File: src/rtl/mem_burst_master_pkg.sv
`default_nettype none
// ============================================================================
// Package     : mem_burst_master_pkg
// Description : Shared definitions for the exmem burst master: memory
//               geometry, byte-lane index width and the controller states.
// Revision    : 1.0 - initial release
// ============================================================================
package mem_burst_master_pkg;

  localparam int MEM_DEPTH = 256;
  localparam int MAX_BYTES = 4;
  localparam int LANE_BITS = $clog2(MAX_BYTES);

  typedef enum logic [1:0] {
    S_IDLE   = 2'd0,
    S_ACCESS = 2'd1,
    S_RESP   = 2'd2
  } state_t;

endpackage
`default_nettype wire

File: src/rtl/mem_rd_assemble.sv
`default_nettype none
// ============================================================================
// Module      : mem_rd_assemble
// Description : Byte-lane capture register. Collects read bytes into a
//               little-endian word, one lane per write enable.
// Ports       : clk, reset (async, active-high)
//               clr_i   - zero the whole word (wins over we_i)
//               we_i    - write din_i into lane idx_i
//               idx_i   - lane index
//               din_i   - byte to capture
//               dout_o  - assembled word
// Revision    : 1.0 - initial release
// ============================================================================
module mem_rd_assemble #(
  parameter int WIDTH = 8,
  parameter int LANES = 4
) (
  input  logic                       clk,
  input  logic                       reset,
  input  logic                       clr_i,
  input  logic                       we_i,
  input  logic [$clog2(LANES)-1:0]   idx_i,
  input  logic [WIDTH-1:0]           din_i,
  output logic [LANES*WIDTH-1:0]     dout_o
);

  localparam int IDX_BITS = $clog2(LANES);

  generate
    for (genvar l = 0; l < LANES; l++) begin : g_lane
      logic [WIDTH-1:0] lane_q;

      always_ff @(posedge clk or posedge reset) begin
        if (reset) begin
          lane_q <= '0;
        end else if (clr_i) begin
          lane_q <= '0;
        end else if (we_i && (idx_i == IDX_BITS'(l))) begin
          lane_q <= din_i;
        end
      end

      assign dout_o[l*WIDTH +: WIDTH] = lane_q;
    end
  endgenerate

endmodule
`default_nettype wire

File: src/rtl/mem_burst_master.sv
`default_nettype none
// ============================================================================
// Module      : mem_burst_master
// Description : Processor-side initiator for the negedge-clocked exmem byte
//               RAM. Accepts a 1..MAX_BYTES command, issues one byte access
//               per cycle and returns read bytes as a little-endian word.
// Ports       : clk, reset (async, active-high)
//               cmd_valid/cmd_ready/cmd_write/cmd_adr/cmd_len/cmd_wdata
//               resp_valid/resp_ready/resp_rdata/resp_err
//               mem_en/mem_memwrite/mem_adr/mem_writedata (registered), mem_memdata
// Config      : MEM_BURST_ADR_CHECK_EN - reject bursts that run past the top
//               address with resp_err instead of wrapping.
// Revision    : 1.0 - initial release
// ============================================================================
module mem_burst_master
  import mem_burst_master_pkg::*;
#(
  parameter int WIDTH     = 8,
  parameter int ADDR_BITS = 8,
  parameter int MAX_BYTES = 4
) (
  input  logic                          clk,
  input  logic                          reset,
  input  logic                          cmd_valid,
  output logic                          cmd_ready,
  input  logic                          cmd_write,
  input  logic [ADDR_BITS-1:0]          cmd_adr,
  input  logic [$clog2(MAX_BYTES)-1:0]  cmd_len,
  input  logic [MAX_BYTES*WIDTH-1:0]    cmd_wdata,
  output logic                          resp_valid,
  input  logic                          resp_ready,
  output logic [MAX_BYTES*WIDTH-1:0]    resp_rdata,
  output logic                          resp_err,
  output logic                          mem_en,
  output logic                          mem_memwrite,
  output logic [ADDR_BITS-1:0]          mem_adr,
  output logic [WIDTH-1:0]              mem_writedata,
  input  logic [WIDTH-1:0]              mem_memdata
);

  localparam int LEN_BITS  = $clog2(MAX_BYTES);
  localparam int DATA_BITS = MAX_BYTES * WIDTH;

`ifdef MEM_BURST_ADR_CHECK_EN
  localparam bit ADR_CHECK_EN = 1'b1;
`else
  localparam bit ADR_CHECK_EN = 1'b0;
`endif

  state_t                 state_q, state_d;
  logic [LEN_BITS-1:0]    cnt_q, cnt_d;
  logic [LEN_BITS-1:0]    len_q, len_d;
  logic [DATA_BITS-1:0]   wdata_q, wdata_d;
  logic                   en_q, en_d;
  logic                   we_q, we_d;
  logic [ADDR_BITS-1:0]   adr_q, adr_d;
  logic [WIDTH-1:0]       wd_q, wd_d;
  logic                   valid_q, valid_d;
  logic                   ovf_q, ovf_d;
  logic                   err_q, err_d;
  logic                   rd_clr;
  logic                   rd_cap;

  logic [LEN_BITS-1:0]    cnt_nxt;
  logic [ADDR_BITS:0]     burst_end;
  logic                   burst_ovf;

  assign cnt_nxt   = cnt_q + LEN_BITS'(1);
  // One extra bit catches a burst whose last byte lies past the top address.
  assign burst_end = {1'b0, cmd_adr} + (ADDR_BITS+1)'(cmd_len);
  assign burst_ovf = ADR_CHECK_EN && burst_end[ADDR_BITS];

  always_ff @(posedge clk or posedge reset) begin
    if (reset) begin
      state_q <= S_IDLE;
      cnt_q   <= '0;
      len_q   <= '0;
      wdata_q <= '0;
      en_q    <= 1'b0;
      we_q    <= 1'b0;
      adr_q   <= '0;
      wd_q    <= '0;
      valid_q <= 1'b0;
      ovf_q   <= 1'b0;
      err_q   <= 1'b0;
    end else begin
      state_q <= state_d;
      cnt_q   <= cnt_d;
      len_q   <= len_d;
      wdata_q <= wdata_d;
      en_q    <= en_d;
      we_q    <= we_d;
      adr_q   <= adr_d;
      wd_q    <= wd_d;
      valid_q <= valid_d;
      ovf_q   <= ovf_d;
      err_q   <= err_d;
    end
  end

  always_comb begin
    state_d = state_q;
    cnt_d   = cnt_q;
    len_d   = len_q;
    wdata_d = wdata_q;
    en_d    = en_q;
    we_d    = we_q;
    adr_d   = adr_q;
    wd_d    = wd_q;
    valid_d = valid_q;
    ovf_d   = ovf_q;
    err_d   = err_q;
    rd_clr  = 1'b0;
    rd_cap  = 1'b0;

    case (state_q)
      S_IDLE: begin
        if (cmd_valid) begin
          rd_clr  = 1'b1;
          len_d   = cmd_len;
          wdata_d = cmd_wdata;
          cnt_d   = '0;
          adr_d   = cmd_adr;
          wd_d    = cmd_wdata[WIDTH-1:0];
          err_d   = 1'b0;
          ovf_d   = burst_ovf;
          // A rejected burst never touches memory.
          en_d    = !burst_ovf;
          we_d    = cmd_write && !burst_ovf;
          state_d = S_ACCESS;
        end
      end

      S_ACCESS: begin
        // The byte issued last cycle is on mem_memdata now; capture it while
        // the next byte goes out.
        rd_cap = en_q && !we_q;
        if (ovf_q || (cnt_q == len_q)) begin
          en_d    = 1'b0;
          we_d    = 1'b0;
          valid_d = 1'b1;
          err_d   = ovf_q;
          ovf_d   = 1'b0;
          state_d = S_RESP;
        end else begin
          cnt_d = cnt_nxt;
          adr_d = adr_q + ADDR_BITS'(1);
          wd_d  = wdata_q[cnt_nxt*WIDTH +: WIDTH];
        end
      end

      S_RESP: begin
        if (resp_ready) begin
          valid_d = 1'b0;
          err_d   = 1'b0;
          state_d = S_IDLE;
        end
      end

      default: begin
        state_d = S_IDLE;
      end
    endcase
  end

  mem_rd_assemble #(
    .WIDTH (WIDTH),
    .LANES (MAX_BYTES)
  ) u_rd_assemble (
    .clk    (clk),
    .reset  (reset),
    .clr_i  (rd_clr),
    .we_i   (rd_cap),
    .idx_i  (cnt_q),
    .din_i  (mem_memdata),
    .dout_o (resp_rdata)
  );

  assign cmd_ready     = (state_q == S_IDLE);
  assign resp_valid    = valid_q;
  assign resp_err      = err_q;
  assign mem_en        = en_q;
  assign mem_memwrite  = we_q;
  assign mem_adr       = adr_q;
  assign mem_writedata = wd_q;

endmodule
`default_nettype wire

File: config.mk
export PLATFORM = sky130hd
export DESIGN_NAME = mem_burst_master
export DESIGN_NICKNAME = d
export VERILOG_FILES = /design/src/rtl/mem_burst_master_pkg.sv /design/src/rtl/mem_rd_assemble.sv /design/src/rtl/mem_burst_master.sv
export SDC_FILE = /design/constraint.sdc
export NUM_CORES = 1
export LEC_CHECK = 0
export ABC_AREA = 1
export CAP_MARGIN = 20
export CORE_MARGIN = 4
export CORE_UTILIZATION = 40
export DETAILED_ROUTE_END_ITERATION = 8
export PLACE_DENSITY = 0.77
export SETUP_SLACK_MARGIN = 0.2
export SLEW_MARGIN = 20
export SYNTH_ARGS = -nofsm -noshare
export SYNTH_HDL_FRONTEND = slang
export SYNTH_SLANG_ARGS = --single-unit
File: constraint.sdc
create_clock -name clk -period 7.1 [get_ports clk]
set_clock_uncertainty 0.1 [all_clocks]
set_input_delay 2.13 -clock clk [delete_from_list [all_inputs] [get_ports clk]]
set_output_delay 2.13 -clock clk [all_outputs]
set_load 0.01 [all_outputs]
==> flow_metrics.tcl <==
set metrics [dict create \
    worstPathRequired_ns 7.29 \
    layoutNonFillerInstCount 772 \
    power.switching_mw 1.10 \
    dieWidth_um 112 \
    core.rowCount 37 \
    drive_gt1_frac 0.0818 \
    area.growth.synth_to_final_pct 30.1 \
    final_nets 691 \
    start_util 0.415 \
    synth_edf_count 0 \
    slowest_delay_ns 0.89 \
    yosysMostFrequentCell "nand2_1" \
    netlist_instances 538 \
    firstDrtPassIters 5 \
    routed-via-count 3881 \
    internal_power_mw 1.52 \
    r2r-start "state_q[1]$_DFFE_PP0P_" \
    syn_avg_cell_area_um2 8.04 \
    clk_path_buf_depth 2 \
    maxSlewHeadroom 0.397 \
    cts_root_buffer "clkbuf_8" \
    grt_pass1_vias 3864 \
    cpMaxStageDelayCell "clkinv_2" \
    powerDensity_nw_per_um2 466 \
    antenna_found_initial 0 \
    ys_types 22 \
    rsz0062_at_grt "no" \
    max_freq_ghz 0.217 \
    critPathBufInv 2 \
    cp_max_fo 77 \
    switching_share 0.421 \
    place_congestion 0.854 \
    p_leak_nw 2.76 \
    drc_errors 0 \
    clock_power_share 0.148 \
    cts_tree "built" \
    power_mw 2.62 \
    hold_start "mem_writedata[5]$_DFFE_PP0P_" \
    syn_area_um2 4330 \
    rrSetupSlack_ns 4.18 \
    critical_path.top_delay_family "buffers and inverters" \
    synth_warnings 0 \
    grt_max_degree 78 \
    synth_common_cells "nand2_1, nand3_1, dfrtp_1" \
    worstPathArrival_ns 4.79 \
    comb_power_share 0.500 \
    yosys-top-cells-area "dfrtp_1, nand2_1, nand3_1" \
    place_inst 756 \
    drtIter0Drc 229 \
    setup_viol 0 \
    post_dp_cell_area_um2 5390 \
    place_ws_ns 1.94 \
    vdd_ir_drop_max_mv 0.167 \
    die-area_um2 12500 \
    min_to "mem_writedata[5]$_DFFE_PP0P_" \
    outcome "finished, final reports clean" \
    finalCritPeriodShare 0.648 \
    detail-route-antenna-nets 0 \
    core_um2 10400 \
    cts-hold-fix-buffers 0 \
    seq_area_um2 2230 \
    syn-num-nets 598 \
    ys_seq_area_frac 0.515 \
    holdPathStages 2 \
    tightest_slew_ns 0.905 \
    grtUsageTotal 0.184 \
    p_seq_frac 0.352 \
    synth_top_cell_by_area "dfrtp_1" \
    worstSkewPairLatency_ns 0.35 \
    crit_chain "clkdlybuf4s50_1 > nand2_4 > clkinv_2 > nor2_1 > nand2_1 > nand2_1" \
    fin_ws_ns 2.50 \
    synth_seq_cells 89 \
    cts_resized 0 \
    fp.dieH_um 112 \
    fillers 979 \
    cts_max_level 3 \
    worstSetupPathType "input port to flop" \
    routed_wl_um 11500 \
    postCtsSetupBuffers 0 \
    grt_pass1_wl_um 18800 \
    antennaDiodeCount 0 \
    start_kind "input port" \
    hpwl_um 8270 \
    crit_top_cell "nand2_1" \
    drv_slew 0 \
    r2r-end "u_rd_assemble.g_lane[1].lane_q[5]$_DFFE_PP0P_" \
    end_kind "flop" \
    wl_per_cell_um 14.9 \
    fin_area_um2 5630 \
    fin_tns_setup_ns 0 \
    grt_overflow_total 0 \
    cts.clk_slew.worst_paths_ns 0.08 \
    hold_violations 0 \
    numClockSinks 89 \
    io_pins 108 \
    multi_input_area_um2 1720 \
    drv_cap 0 \
    synth_flop_cell "dfrtp_1" \
    cts-buffers-inserted 9 \
    worstHoldPathType "flop to flop" \
    port_buffers 106 \
    post_drt_via_cell_ratio 5.03 \
    min_period_ns 4.60 \
    yosys.area.top_type_share 0.515 \
    ys_async_sr_fraction 1.00 \
    reg2reg_depth 6 \
]
tightest hold or removal path, delay by kind of cell, from the launching register on:
family,cells,cell delay (ns)
flip-flops,1,0.36
AND/OR/NAND/NOR,2,0.13
cell type report:
type / instances / area share
clock buffer: 11 / 0.0269
clock inverter: 5 / 0.0138
inverter: 57 / 0.0385
multi-input combinational: 367 / 0.305
sequential: 89 / 0.396
tap: 136 / 0.0302
timing repair buffer: 107 / 0.190
how the worst max path moves through the flow:
stage              start                                             to  slack, ns  cells after the start
3_3_place_gp   cmd_valid  u_rd_assemble.g_lane[0].lane_q[1]$_DFFE_PP0P_       2.04                      6
3_5_place_dp   cmd_valid  u_rd_assemble.g_lane[0].lane_q[5]$_DFFE_PP0P_       1.94                      6
2_1_floorplan      reset                           cnt_q[0]$_DFFE_PP0P_       2.56                      1
6_report       cmd_valid  u_rd_assemble.g_lane[1].lane_q[5]$_DFFE_PP0P_       2.50                      6
4_1_cts        cmd_valid  u_rd_assemble.g_lane[1].lane_q[5]$_DFFE_PP0P_       2.36                      6
5_1_grt        cmd_valid  u_rd_assemble.g_lane[0].lane_q[4]$_DFFE_PP0P_       2.23                      6
layout by cell type (no fill, tap or decap), types with 6 or more instances in the layout:
master           instances
clkdlybuf4s50_1        106
o21ai_0                 34
or2_2                   12
nand3_1                 95
inv_1                   52
clkbuf_8                11
nand2_1                183
dfrtp_1                 89
nand2_2                  6
nor2_1                  12
nand2_4                  6
cell families (layout without fill, tap and decap cells):
| group | after synthesis | count (layout) | share of synthesized area |
|---|---|---|---|
| simple gates | 318 | 318 | 0.328 |
| flops | 89 | 89 | 0.515 |
| buf+inv | 82 | 180 | 0.0891 |
| compound gates | 43 | 43 | 0.0529 |
| fa+ha+maj | 5 | 5 | 0.0145 |
| other cells | 1 | 1 | 0.000867 |
power by group through the flow:
stage	registers, mW	logic (mW)	clock network [mW]
3_5_place_dp	0.931	1.32	0
4_1_cts	0.923	1.32	0.394
2_1_floorplan	0.938	0.819	0
6_report	0.925	1.31	0.388
3_3_place_gp	0.925	1.28	0
5_1_grt	0.952	1.47	0.414
per-layer routing:
layer,vias to the layer above,share of wire,wire length [um],global-route usage
li1,1865,-,-,-
met3,24,0.052,600,0.0364
met5,-,0,0,0
met1,1873,0.43,4910,0.237
met2,119,0.49,5690,0.306
met4,0,0.027,312,0.0753
metrics by stage:
| step | hold WS (ns) | util |
|---|---|---|
| after floorplan | 0.386 | - |
| after global placement | 0.396 | 0.518 |
| after detailed placement | 0.402 | 0.518 |
| after CTS | 0.421 | 0.540 |
| after global routing | 0.449 | 0.540 |
| final | 0.416 | 0.540 |
registers in the layout, summed over array words and instances, names as in the netlist, 2 cells and up:
name and flops:
u_rd_assemble.g_lane.lane_q 32, wdata_q 32, mem_adr 8, mem_writedata 8, cnt_q 2, len_q 2
state_q 2
Power figures use the tool's default switching activity.
